**config.mk**
```make
export PLATFORM = sky130hd
export DESIGN_NAME = pipe_barrelshifter
export DESIGN_NICKNAME = d
export VERILOG_FILES = /design/src/rtl/pipe_barrelshifter.sv
export SDC_FILE = /design/constraint.sdc
export NUM_CORES = 1
export LEC_CHECK = 0
export CORE_MARGIN = 3
export CORE_UTILIZATION = 50
export DETAILED_ROUTE_END_ITERATION = 8
export GPL_ROUTABILITY_DRIVEN = 0
export GPL_TIMING_DRIVEN = 1
export PLACE_DENSITY = 0.7
export SLEW_MARGIN = 10
export SYNTH_ARGS = -nofsm -noshare
export SYNTH_HDL_FRONTEND = slang
export SYNTH_SLANG_ARGS = --single-unit
```
**constraint.sdc**
```tcl
create_clock -name clk_in -period 4.96 [get_ports clk_in]
set_input_delay 0.992 -clock clk_in [delete_from_list [all_inputs] [get_ports clk_in]]
set_output_delay 0.992 -clock clk_in [all_outputs]
set_load 0.03 [all_outputs]
```
**src/rtl/pipe_barrelshifter.sv**
```systemverilog
// Pipelined barrel shifter/rotator (SRL/SRA/ROR/SLL/SLA/ROL): one shift level per register stage, LOG2-cycle latency.
// A stalled output (valid_out & ~ready_out) freezes every stage and drops ready_in; bubbles are kept, never squeezed.
module pipe_barrelshifter #(
  parameter int D_SIZE = 32,
  localparam int LOG2 = $clog2(D_SIZE)
) (
  input  logic              clk_in,
  input  logic              rst_n_in,
  input  logic              valid_in,
  output logic              ready_in,
  input  logic [D_SIZE-1:0] x_in,
  input  logic [LOG2-1:0]   s_in,
  input  logic [2:0]        op_in,
  input  logic              clr_in,
  output logic              valid_out,
  input  logic              ready_out,
  output logic [D_SIZE-1:0] y_out,
  output logic              zf_out,
  output logic              vf_out,
  output logic              vf_sticky_out
);

  generate
    if (!(D_SIZE == 4 || D_SIZE == 8 || D_SIZE == 16 || D_SIZE == 32 || D_SIZE == 64)) begin : g_bad_size
      $error("pipe_barrelshifter: D_SIZE must be a power of 2 between 4 and 64");
    end
  endgenerate

  typedef struct packed {
    logic              vld;
    logic [2:0]        op;
    logic              sign;
    logic              vf;
    logic [LOG2-1:0]   s;
    logic [D_SIZE-1:0] dat;
  } stage_t;

  stage_t st_q   [LOG2];
  stage_t st_src [LOG2];
  stage_t st_d   [LOG2];
  logic   adv;
  logic   sla_vf;
  logic   zf_q;
  logic   sticky_q;

  // op[2] selects left, op[1] selects rotate, op[0] selects sign fill on right shifts only.
  function automatic logic [D_SIZE-1:0] shift_level(
    input logic [D_SIZE-1:0] d,
    input int                k,
    input logic [2:0]        op,
    input logic              sign
  );
    logic [D_SIZE-1:0] r;
    r = '0;
    for (int j = 0; j < D_SIZE; j++) begin
      if (op[2]) begin
        if (j >= k)
          r[j] = d[j-k];
        else if (op[1])
          r[j] = d[j-k+D_SIZE];
        else
          r[j] = 1'b0;
      end else begin
        if (j + k < D_SIZE)
          r[j] = d[j+k];
        else if (op[1])
          r[j] = d[j+k-D_SIZE];
        else
          r[j] = op[0] ? sign : 1'b0;
      end
    end
    return r;
  endfunction

  // SLA overflows when any bit shifted through the sign position disagrees with the original sign.
  always_comb begin
    sla_vf = 1'b0;
    if (op_in == 3'b101) begin
      for (int j = 1; j < D_SIZE; j++) begin
        if (j <= int'(s_in) && x_in[D_SIZE-1-j] != x_in[D_SIZE-1])
          sla_vf = 1'b1;
      end
    end
  end

  always_comb begin
    for (int i = 0; i < LOG2; i++) begin
      if (i == 0) begin
        st_src[i].vld  = valid_in;
        st_src[i].op   = op_in;
        st_src[i].sign = x_in[D_SIZE-1];
        st_src[i].vf   = sla_vf;
        st_src[i].s    = s_in;
        st_src[i].dat  = x_in;
      end else begin
        st_src[i] = st_q[i-1];
      end
      st_d[i] = st_src[i];
      // Stage i applies the level for shift bit LOG2-1-i, so the largest shift happens first.
      if (st_src[i].s[LOG2-1-i])
        st_d[i].dat = shift_level(st_src[i].dat, 1 << (LOG2-1-i), st_src[i].op, st_src[i].sign);
    end
  end

  assign valid_out = st_q[LOG2-1].vld;
  assign ready_in  = ~(valid_out & ~ready_out);
  assign adv       = ready_in;

  always_ff @(posedge clk_in or negedge rst_n_in) begin
    if (!rst_n_in) begin
      for (int i = 0; i < LOG2; i++)
        st_q[i] <= '0;
      zf_q <= 1'b1;
    end else if (adv) begin
      for (int i = 0; i < LOG2; i++) begin
        if (st_d[i].vld)
          st_q[i] <= st_d[i];
        else
          st_q[i].vld <= 1'b0;
      end
      if (st_d[LOG2-1].vld)
        zf_q <= (st_d[LOG2-1].dat == '0);
    end
  end

  always_ff @(posedge clk_in or negedge rst_n_in) begin
    if (!rst_n_in)
      sticky_q <= 1'b0;
    else if (valid_out && ready_out && vf_out)
      sticky_q <= 1'b1;
    else if (clr_in)
      sticky_q <= 1'b0;
  end

  assign y_out         = st_q[LOG2-1].dat;
  assign vf_out        = st_q[LOG2-1].vf;
  assign zf_out        = zf_q;
  assign vf_sticky_out = sticky_q;

endmodule

```
Yosys cells after proc, flatten, opt, wreduce, memory -nomap -nowiden
Cells that the tools add are included.

Register bits after elaboration: 198. Input bits: 45. Output and inout bits: 37. Word-level logic and storage cells: 406.

Magnitude comparators: 31. Eq/ne operators: 32. Multiplexer cells: 271. Bitwise logic cells: 3. Reduce and logical (&&, ||, !) cells: 40.

Operators with widths (count): 2-to-1 mux 1 bit (266); 2-to-1 mux 32 bit (5); less-or-equal comparator 5 bit (first input constant) (16); less-or-equal comparator 4 x 5 -> 1 bit (first input constant) (8); logical AND 1 bit (33); zero test 32 bit (1); != test 1 bit (31); less-or-equal comparator 3 x 5 -> 1 bit (first input constant) (4); less-or-equal comparator 2 x 5 -> 1 bit (first input constant) (2); AND reduction 2 bit (5); less-or-equal comparator 1 x 5 -> 1 bit (first input constant) (1); equality test 3 bit (second input constant) (1); inverter 1 bit (2); nonzero test 2 bit (1); bitwise AND 1 bit (1).

Longest topological paths before layout
Gate-level depths: netlist (run 1).

Word-level depth: 34. Gate-level depth with buffers: 8. Mapped depth without buffers: 7.

Worst setup path after synthesis (run 1)
OpenSTA, ideal clock, no wires.

Kind: input -> output. Start: input port ready_out. End: output port ready_in. Arrival: 1.376 ns. Data required time: 3.968 ns. Slack: 2.592 ns. Stages on the path: 2. Buffers on the path: 0. Cell sequence: and2b_1 > inv_2.

Longest elaborated chain between the ends: 3.

RTL lines: from (decl) (RTL line 16) `input logic ready_out,`; inverter 1 bit (RTL line 106) `assign ready_in = ~(valid_out & ~ready_out);`; bitwise AND 1 bit (RTL line 106); inverter 1 bit (no source line); to (decl) (RTL line 10) `output logic ready_in,`.

No other way between the ends.

Worst setup path in the final report (run 1)
Same ends and word-level chain as after synthesis.

==> results of run 1 <==
logic make-up (layout without fill, tap and decap cells):
group           count (synthesis)  after routing  share of synthesized area
compound gates                359            359                     0.1728
xor+xnor                       11             11                   0.008526
fa+ha+maj                       1              1                  0.0009964
buf+inv                       139            136                    0.06776
flops                         198            198                     0.4386
mux                           166            166                     0.1530
simple gates                  416            416                     0.1583
placed cells by master (no fill, tap or decap), drive strengths merged, types with 12 or more instances in the layout:
cell type / netlist / routed
nand2: 246 / 246
o31ai: 20 / 20
buf: 77 / 17
nand3: 37 / 37
dfrtp: 197 / 197
mux2i: 112 / 112
a21oi: 83 / 83
nand2b: 19 / 19
clkdlybuf4s50: 0 / 80
mux2: 54 / 54
nor2: 62 / 62
clkbuf: 56 / 19
nor2b: 18 / 18
inv: 6 / 12
nor3: 14 / 14
o21ai: 227 / 227
power by group through the flow:
stage | Combinational [mW] | Sequential (mW) | Clock [mW]
2_1_floorplan | 3.05 | 2.78 | 0
3_3_place_gp | 3.55 | 3.04 | 0
3_5_place_dp | 3.64 | 3.08 | 0
4_1_cts | 3.65 | 3.04 | 1.47
5_1_grt | 4.10 | 3.15 | 1.55
6_report | 3.62 | 3.04 | 1.45
how the worst max path moves through the flow:
stage,start,end
5_1_grt,ready_out,ready_in
3_3_place_gp,ready_out,ready_in
6_report,ready_out,ready_in
4_1_cts,ready_out,ready_in
2_1_floorplan,ready_out,ready_in
3_5_place_dp,ready_out,ready_in
sequential cells by signal, summed over array words and instances, names as in the netlist:
register / flops
y_out: 32
vf_sticky_out: 1
st_q: 128
zf_out: 1
vf_out: 1
st_d: 34
valid_out: 1
critical path: stages:
cell and delay (ns):
clkdlybuf4s50_1 0.47, and2b_1 0.24, inv_2 0.15, clkdlybuf4s50_1 0.69
per-stage QoR:
stage,cell area [um^2],std cells,utilization,setup WS [ns]
global placement,11870,1535,0.5391,1.446
CTS,12500,1567,0.5676,1.421
finish,12500,1567,0.5676,1.425
detailed placement,11870,1535,0.5391,1.433
floorplan,11300,1290,-,2.592
global route,12500,1567,0.5676,1.357
cell type report:
| class | instances | area (um^2) |
|---|---|---|
| inverters | 6 | 22.52 |
| repair buffers | 98 | 954.7 |
| fillers | 1990 | 9524 |
| clock buffers | 18 | 439.2 |
| clock inverters | 14 | 188.9 |
| well taps | 280 | 350.3 |
| multi-input cells | 953 | 5589 |
| flip-flops and latches | 198 | 4957 |
routing by layer:
layer / routed length (um) / part of all wire
met5: 0 / 0
met2: 11860 / 0.47
met3: 1110 / 0.044
met4: 633 / 0.025
met1: 11870 / 0.47
cell usage after synthesis, types with 3 or more instances:
cell type,number,share of area
inv_1,5,0.0017
buf_2,26,0.012
clkbuf_1,52,0.017
nand2b_1,19,0.011
xor2_1,3,0.0023
o211ai_1,7,0.0047
a21oi_1,83,0.037
nand2_1,246,0.082
nor2b_1,18,0.010
nor4_1,6,0.0033
buf_1,10,0.0033
mux2i_1,112,0.099
clkbuf_8,3,0.0037
buf_4,34,0.023
mux2_2,54,0.054
buf_6,7,0.0070
a31oi_1,3,0.0017
nor2_1,61,0.020
nor3_1,13,0.0058
dfrtp_1,197,0.44
o21ai_0,227,0.10
o22ai_1,3,0.0017
o31ai_1,18,0.012
nand3_1,37,0.016
xnor2_1,8,0.0062
==> results.sh, run 1 <==
export IMPL_outcome="complete, no violations"
export IMPL_drt_iter0_drc=662
export IMPL_ys_warn_count=0
export IMPL_cts_num_sinks=198
export IMPL_syn_inst=1290
export IMPL_antenna_found_initial=0
export IMPL_power_switching_share=0.4253
export IMPL_rsz0062_at_grt="false"
export IMPL_clkPwrFrac=0.178
export IMPL_min_from="zf_out"
export IMPL_core_area_mm2=0.02203
export IMPL_maxCapViolCount=0
export IMPL_start_util=0.5131
export IMPL_synth_edff_count=0
export IMPL_ys_flop_type="dfrtp_1"
export IMPL_holdWs_ns=0.4792
export IMPL_period_share=0.7127
export IMPL_grt_use_total=0.2146
export IMPL_port_buffers=81
export IMPL_power_mw=8.111
export IMPL_grt_max_degree=131
export IMPL_setup_viol=0
export IMPL_hold_depth=2
export IMPL_p_leak_nw=5.419
export IMPL_power_density_mw_per_mm2=648.8
export IMPL_seq_area_frac_synth=0.4386
export IMPL_syn_area_mm2=0.01130
export IMPL_hold_class="reg -> reg"
export IMPL_setup_tns_ns=0
export IMPL_internal_power_mw=4.662
export IMPL_clkTransAtPathRegs_ns=0.07
export IMPL_fmax_mhz=282.9
export IMPL_r2r_slack_ns=2.76
export IMPL_cp_required_ns=3.97
export IMPL_min_period_ns=3.535
export IMPL_ctsResizeCount=0
export IMPL_io_pins=82
export IMPL_dieArea_mm2=0.02444
export IMPL_drive_above_1_share=0.09402
export IMPL_wl_per_cell_um=16.26
export IMPL_antenna_cells=0
export IMPL_cts_tree="done"
export IMPL_cts_buffers=17
export IMPL_htree_levels=4
export IMPL_vias=8852
export IMPL_overflow=0
export IMPL_dp_hpwl_mm=18.43
export IMPL_crit_type="in -> out"
export IMPL_worst_pin_slew_ns=1.049
export IMPL_wirelength_mm=25.48
export IMPL_clk_path_buf_depth=2
export IMPL_report_final_slew_viol_count=0
export IMPL_viasPerCell=5.649
export IMPL_drcViolationCount=0
export IMPL_end_kind="primary output"
export IMPL_synthDistinctLibCells=54
export IMPL_vdd_drop_max_mv=0.4112
export IMPL_syn_num_nets=1335
export IMPL_start_kind="primary input"
export IMPL_post_cts_setup_buffer_count=0
export IMPL_synth_seq_cells=198
export IMPL_avgSynthCellArea_um2=8.760
export IMPL_min_to="zf_out"
export IMPL_worstPathArrival_ns=2.54
export IMPL_seqPwrFrac=0.375
export IMPL_first_pass_iters=5
export IMPL_fin_skew_ns=0.01141
export IMPL_r2r_start="valid_out"
export IMPL_fin_nets=1319
export IMPL_async_flop_share=1.000
export IMPL_crit_fanout=7
export IMPL_grtUsageMet2=0.3369
export IMPL_fp_row_count=54
export IMPL_die_height_um=156.3
export IMPL_clock_latency_ns=0.44
export IMPL_power_frac_comb=0.446
export IMPL_grt_pass1_vias=8297
export IMPL_grt_pass1_wl_mm=42.81
export IMPL_grt_busiest_layer="met2"
export IMPL_dieWidth_um=156.3
export IMPL_gr_usage_met3=0.03429
export IMPL_switchingPower_mw=3.450
export IMPL_r2r_end="st_d[166]"
export IMPL_gr_usage_met1=0.3057
export IMPL_root_buffer="clkbuf_16"
export IMPL_hold_buffers=0
export IMPL_rr_worst_depth=6
export IMPL_ant_nets=0
export IMPL_hold_viol=0
export IMPL_slew_headroom=0.3004
export IMPL_area_growth_pct=10.63
No activity file was read; power rests on OpenSTA's default activity.
==> inputs of run 2 (changes only) <==
PLACE_DENSITY = 0.72   (was 0.7)
clock period = 3.16 ns   (was 4.96 ns; I/O delays follow)
==> results.sh, run 2 (synthesis results as in run 1) <==
export IMPL_start_kind="primary input"
export IMPL_antenna_found_initial=0
export IMPL_drive_above_1_share=0.1051
export IMPL_place_area_mm2=0.01206
export IMPL_crit_top_cell="clkdlybuf4s50_1"
export IMPL_p_leak_nw=5.507
export IMPL_stdcell_area_mm2=0.01265
export IMPL_die_height_um=156.3
export IMPL_vias=8910
export IMPL_grt_max_degree=86
export IMPL_wirelength_mm=25.61
export IMPL_clk_path_buf_depth=2
export IMPL_clkPwrFrac=0.171
export IMPL_port_buffers=81
export IMPL_antenna_cells=0
export IMPL_cpPeakStageDelay_ns=0.70
export IMPL_crit_family="buffers and inverters"
export IMPL_dieArea_mm2=0.02444
export IMPL_grt_pass1_vias=8331
export IMPL_internal_power_mw=7.331
export IMPL_dp_hpwl_mm=18.79
export IMPL_critPathLaunch="ready_out"
export IMPL_worst_pin_slew_ns=0.8011
export IMPL_start_util=0.5131
export IMPL_dieWidth_um=156.3
export IMPL_first_pass_iters=5
export IMPL_htree_levels=4
export IMPL_setup_tns_ns=0
export IMPL_cts_buffers=17
export IMPL_cts_tree="done"
export IMPL_cp_buffers_inverters=3
export IMPL_period_share=0.8992
export IMPL_crit_fanout=7
export IMPL_hold_buffers=0
export IMPL_worstPathArrival_ns=2.21
export IMPL_hold_class="in -> async"
export IMPL_ant_nets=0
export IMPL_fin_nets=1335
export IMPL_drt_iter0_drc=627
export IMPL_path_cells="clkdlybuf4s50_1 > and2b_1 > inv_2 > clkdlybuf4s50_1"
export IMPL_ctsResizeCount=0
export IMPL_grt_use_total=0.2171
export IMPL_min_period_ns=2.841
export IMPL_largest_register="st_q"
export IMPL_viasPerCell=5.629
export IMPL_largest_reg_flops=128
export IMPL_overflow=0
export IMPL_slew_headroom=0.4659
export IMPL_report_final_slew_viol_count=0
export IMPL_clkTransAtPathRegs_ns=0.08
export IMPL_fmax_mhz=351.9
export IMPL_outcome="complete, no violations"
export IMPL_power_frac_comb=0.447
export IMPL_hold_viol=0
export IMPL_cp_required_ns=2.53
export IMPL_final_cell_mix="242 x nand2_1, 227 x o21ai_0, 196 x dfrtp_1"
export IMPL_setup_viol=0
export IMPL_area_growth_pct=11.98
export IMPL_fp_row_count=54
export IMPL_io_pins=82
export IMPL_grt_pass1_wl_mm=43.40
export IMPL_fin_skew_ns=0.01542
export IMPL_seqPwrFrac=0.382
export IMPL_crit_type="in -> out"
export IMPL_clock_latency_ns=0.44
export IMPL_switchingPower_mw=5.451
export IMPL_end_kind="primary output"
export IMPL_power_switching_share=0.4265
export IMPL_drcViolationCount=0
export IMPL_critical_path_slowest_cell="clkdlybuf4s50_1"
export IMPL_cts_num_sinks=198
export IMPL_vdd_drop_max_mv=0.4244
export IMPL_wl_per_cell_um=16.18
export IMPL_post_cts_setup_buffer_count=0
export IMPL_r2r_start="st_d[41]"
export IMPL_maxCapViolCount=0
export IMPL_final_common_cell="nand2_1"
export IMPL_rsz0062_at_grt="false"
export IMPL_root_buffer="clkbuf_16"
export IMPL_core_area_mm2=0.02203
export IMPL_power_mw=12.78
export IMPL_power_density_mw_per_mm2=1010
-- run 2: cell count changes in the layout (fill, tap and decap cells not counted), sizes merged --
cell    change
clkinv      -1
bufinv      -1
buf        +16
inv         +2
-- run 2: final timing paths --
path / endpoint / slack [ns] / cells after the start
setup / recovery: ready_in / 0.32 / 4
hold / removal: y_out[9] / 0.24 / 1
setup reg to reg: zf_out / 0.71 / 6
hold reg to reg: zf_out / 0.48 / 2
max in group asynchronous: st_q[184] / 2.12 / 2
min in group clk_in: zf_out / 0.48 / 2
-- run 2: area by class of cell --
cell class | count | area (um^2)
fill | 1915 | 9371
multi-input combinational | 953 | 5589
sequential | 198 | 4957
timing repair buffer | 114 | 1137
clock buffer | 18 | 439.2
tap | 280 | 350.3
clock inverter | 14 | 158.9
inverter | 6 | 22.52
-- run 2: per-stage QoR --
stage	cells	hold slack (ns)	setup WS (ns)	util
floorplan	1290	0.3364	1.176	-
global placement	1551	0.4615	0.3652	0.5474
detailed placement	1551	0.4722	0.3159	0.5474
CTS	1583	0.2581	0.3094	0.5745
global route	1583	0.2831	0.2507	0.5745
finish	1583	0.2400	0.3186	0.5745
-- run 2: worst register-to-register path, cell delays in order (launching register included) --
cell and delay [ns]:
dfrtp_1 0.83, buf_4 0.39, mux2i_1 0.22, a21oi_1 0.12, nor4_1 0.30, nand4_1 0.22, o31ai_1 0.30
-- run 2: layer usage --
metal | share of wire | vias up | GRT usage
li1 | - | 4484 | -
met1 | 0.47 | 4180 | 0.3051
met2 | 0.47 | 200 | 0.3486
met3 | 0.037 | 46 | 0.03042
met4 | 0.025 | 0 | 0.07211
met5 | 0 | - | 0
-- run 2: power by group through the flow --
| stage | Combinational (mW) | Sequential, mW | Clock, mW |
|---|---|---|---|
| floorplan | 4.78 | 4.36 | 0 |
| global placement | 5.61 | 4.86 | 0 |
| detailed placement | 5.75 | 4.92 | 0 |
| CTS | 5.77 | 4.87 | 2.23 |
| global route | 6.45 | 5.07 | 2.33 |
| finish | 5.71 | 4.88 | 2.19 |
==> inputs of run 3 (changes only) <==
ABC_AREA = 0   (was unset)
PLACE_DENSITY = unset   (was 0.72)
PLACE_DENSITY_LB_ADDON = 0.12   (was unset)
==> results.sh, run 3 (synthesis results as in run 1) <==
export IMPL_outcome="complete, no violations"
export IMPL_core_area_mm2=0.02203
export IMPL_cts_buffers=17
export IMPL_first_pass_iters=5
export IMPL_grt_use_total=0.2263
export IMPL_crit_fanout=7
export IMPL_ctsResizeCount=0
export IMPL_hold_buffers=0
export IMPL_fin_nets=1337
export IMPL_post_cts_setup_buffer_count=0
export IMPL_largest_register="st_q"
export IMPL_placedCellCount=1553
export IMPL_hold_viol=0
export IMPL_multiInputGateArea_mm2=0.005589
export IMPL_drcViolationCount=0
export IMPL_fp_row_count=54
export IMPL_start_kind="primary input"
export IMPL_io_pins=82
export IMPL_cp_required_ns=2.53
export IMPL_clkTransAtPathRegs_ns=0.08
export IMPL_drive_above_1_share=0.1065
export IMPL_r2r_start="st_d[41]"
export IMPL_htree_levels=4
export IMPL_dp_hpwl_mm=19.82
export IMPL_cts_tree="done"
export IMPL_start_util=0.5131
export IMPL_grt_pass1_vias=8207
export IMPL_grt_max_degree=63
export IMPL_antenna_cells=0
export IMPL_r2r_end="zf_out"
export IMPL_overflow=0
export IMPL_wirelength_mm=26.74
export IMPL_power_mw=12.82
export IMPL_min_period_ns=2.850
export IMPL_power_density_mw_per_mm2=1011
export IMPL_viasPerCell=5.580
export IMPL_worstPathArrival_ns=2.22
export IMPL_cts_num_sinks=198
export IMPL_port_buffers=81
export IMPL_rsz0062_at_grt="false"
export IMPL_p_leak_nw=5.522
export IMPL_final_common_cell="nand2_1"
export IMPL_setup_viol=0
export IMPL_critPathLaunch="ready_out"
export IMPL_largest_reg_flops=128
export IMPL_hold_class="in -> async"
export IMPL_setup_ws_ns=0.3096
export IMPL_vias=8844
export IMPL_clk_path_buf_depth=2
export IMPL_area_growth_pct=12.19
export IMPL_end_kind="primary output"
export IMPL_seq_area_mm2=0.004957
export IMPL_r2r_slack_ns=0.97
export IMPL_worst_pin_slew_ns=0.7457
export IMPL_slew_headroom=0.5029
export IMPL_report_final_slew_viol_count=0
export IMPL_drt_iter0_drc=563
export IMPL_clock_latency_ns=0.44
export IMPL_dieArea_mm2=0.02444
export IMPL_fin_skew_ns=0.01465
export IMPL_root_buffer="clkbuf_16"
export IMPL_wl_per_cell_um=16.87
export IMPL_dieWidth_um=156.3
export IMPL_vdd_drop_max_mv=0.5201
export IMPL_num_fill_cells=2040
export IMPL_fmax_mhz=350.8
export IMPL_ant_nets=0
export IMPL_crit_type="in -> out"
export IMPL_period_share=0.9020
export IMPL_preCtsSetupSlack_ns=0.3097
export IMPL_die_height_um=156.3
export IMPL_rr_worst_depth=7
export IMPL_grt_pass1_wl_mm=44.51
export IMPL_final_cell_mix="242 x nand2_1, 227 x o21ai_0, 196 x dfrtp_1"
export IMPL_antenna_found_initial=0
export IMPL_maxCapViolCount=0
export IMPL_layout_cells_non_filler=1585
export IMPL_setup_tns_ns=0
export IMPL_crit_end="ready_in"
run 3: cell count changes in the layout (fill, tap and decap cells not counted), sizes merged:
cell	before	now
inv	14	12
buf	33	35
clkinv	4	6
run 3: final cells by class:
cell class,instances,area share
Sequential cell,198,0.3910
Tap cell,280,0.02763
Timing Repair Buffer,116,0.09287
Clock buffer,18,0.03464
Multi-Input combinational cell,953,0.4408
Inverter,6,0.001776
Clock inverter,14,0.01125
run 3: worst max-delay path: stages:
cell and delay, ns:
clkdlybuf4s50_1 0.47, and2b_1 0.25, inv_2 0.16, clkdlybuf4s50_1 0.71
run 3: routing by layer:
metal,wire [um],vias up,GRT usage
met1,12500,4152,0.3120
met5,0,-,0
met4,680,0,0.07461
met2,12800,171,0.3708
li1,-,4484,-
met3,751,37,0.03153
run 3: worst min path at each step:
stage                  start         to  slack [ns]  depth (start not counted)
floorplan           rst_n_in  st_d[118]        0.34                          0
global placement    y_out[0]   y_out[0]        0.47                          2
detailed placement  y_out[0]   y_out[0]        0.47                          2
CTS                 rst_n_in  y_out[13]        0.17                          1
global route        rst_n_in   y_out[9]        0.19                          1
finish              rst_n_in  y_out[13]        0.16                          1
run 3: power breakdown:
group / internal (mW) / total [mW] / switching [mW]
combinational: 2.57 / 5.80 / 3.22
sequential: 3.64 / 4.87 / 1.23
clock: 1.13 / 2.16 / 1.02
run 3: through the flow:
| stage | utilization | cell area, um^2 | hold WS (ns) |
|---|---|---|---|
| 6_report | 0.5756 | 12680 | 0.1613 |
| 5_1_grt | 0.5756 | 12680 | 0.1949 |
| 4_1_cts | 0.5756 | 12680 | 0.1737 |
| 3_3_place_gp | 0.5492 | 12100 | 0.4664 |
| 3_5_place_dp | 0.5492 | 12100 | 0.4745 |
| 2_1_floorplan | - | 11300 | 0.3364 |
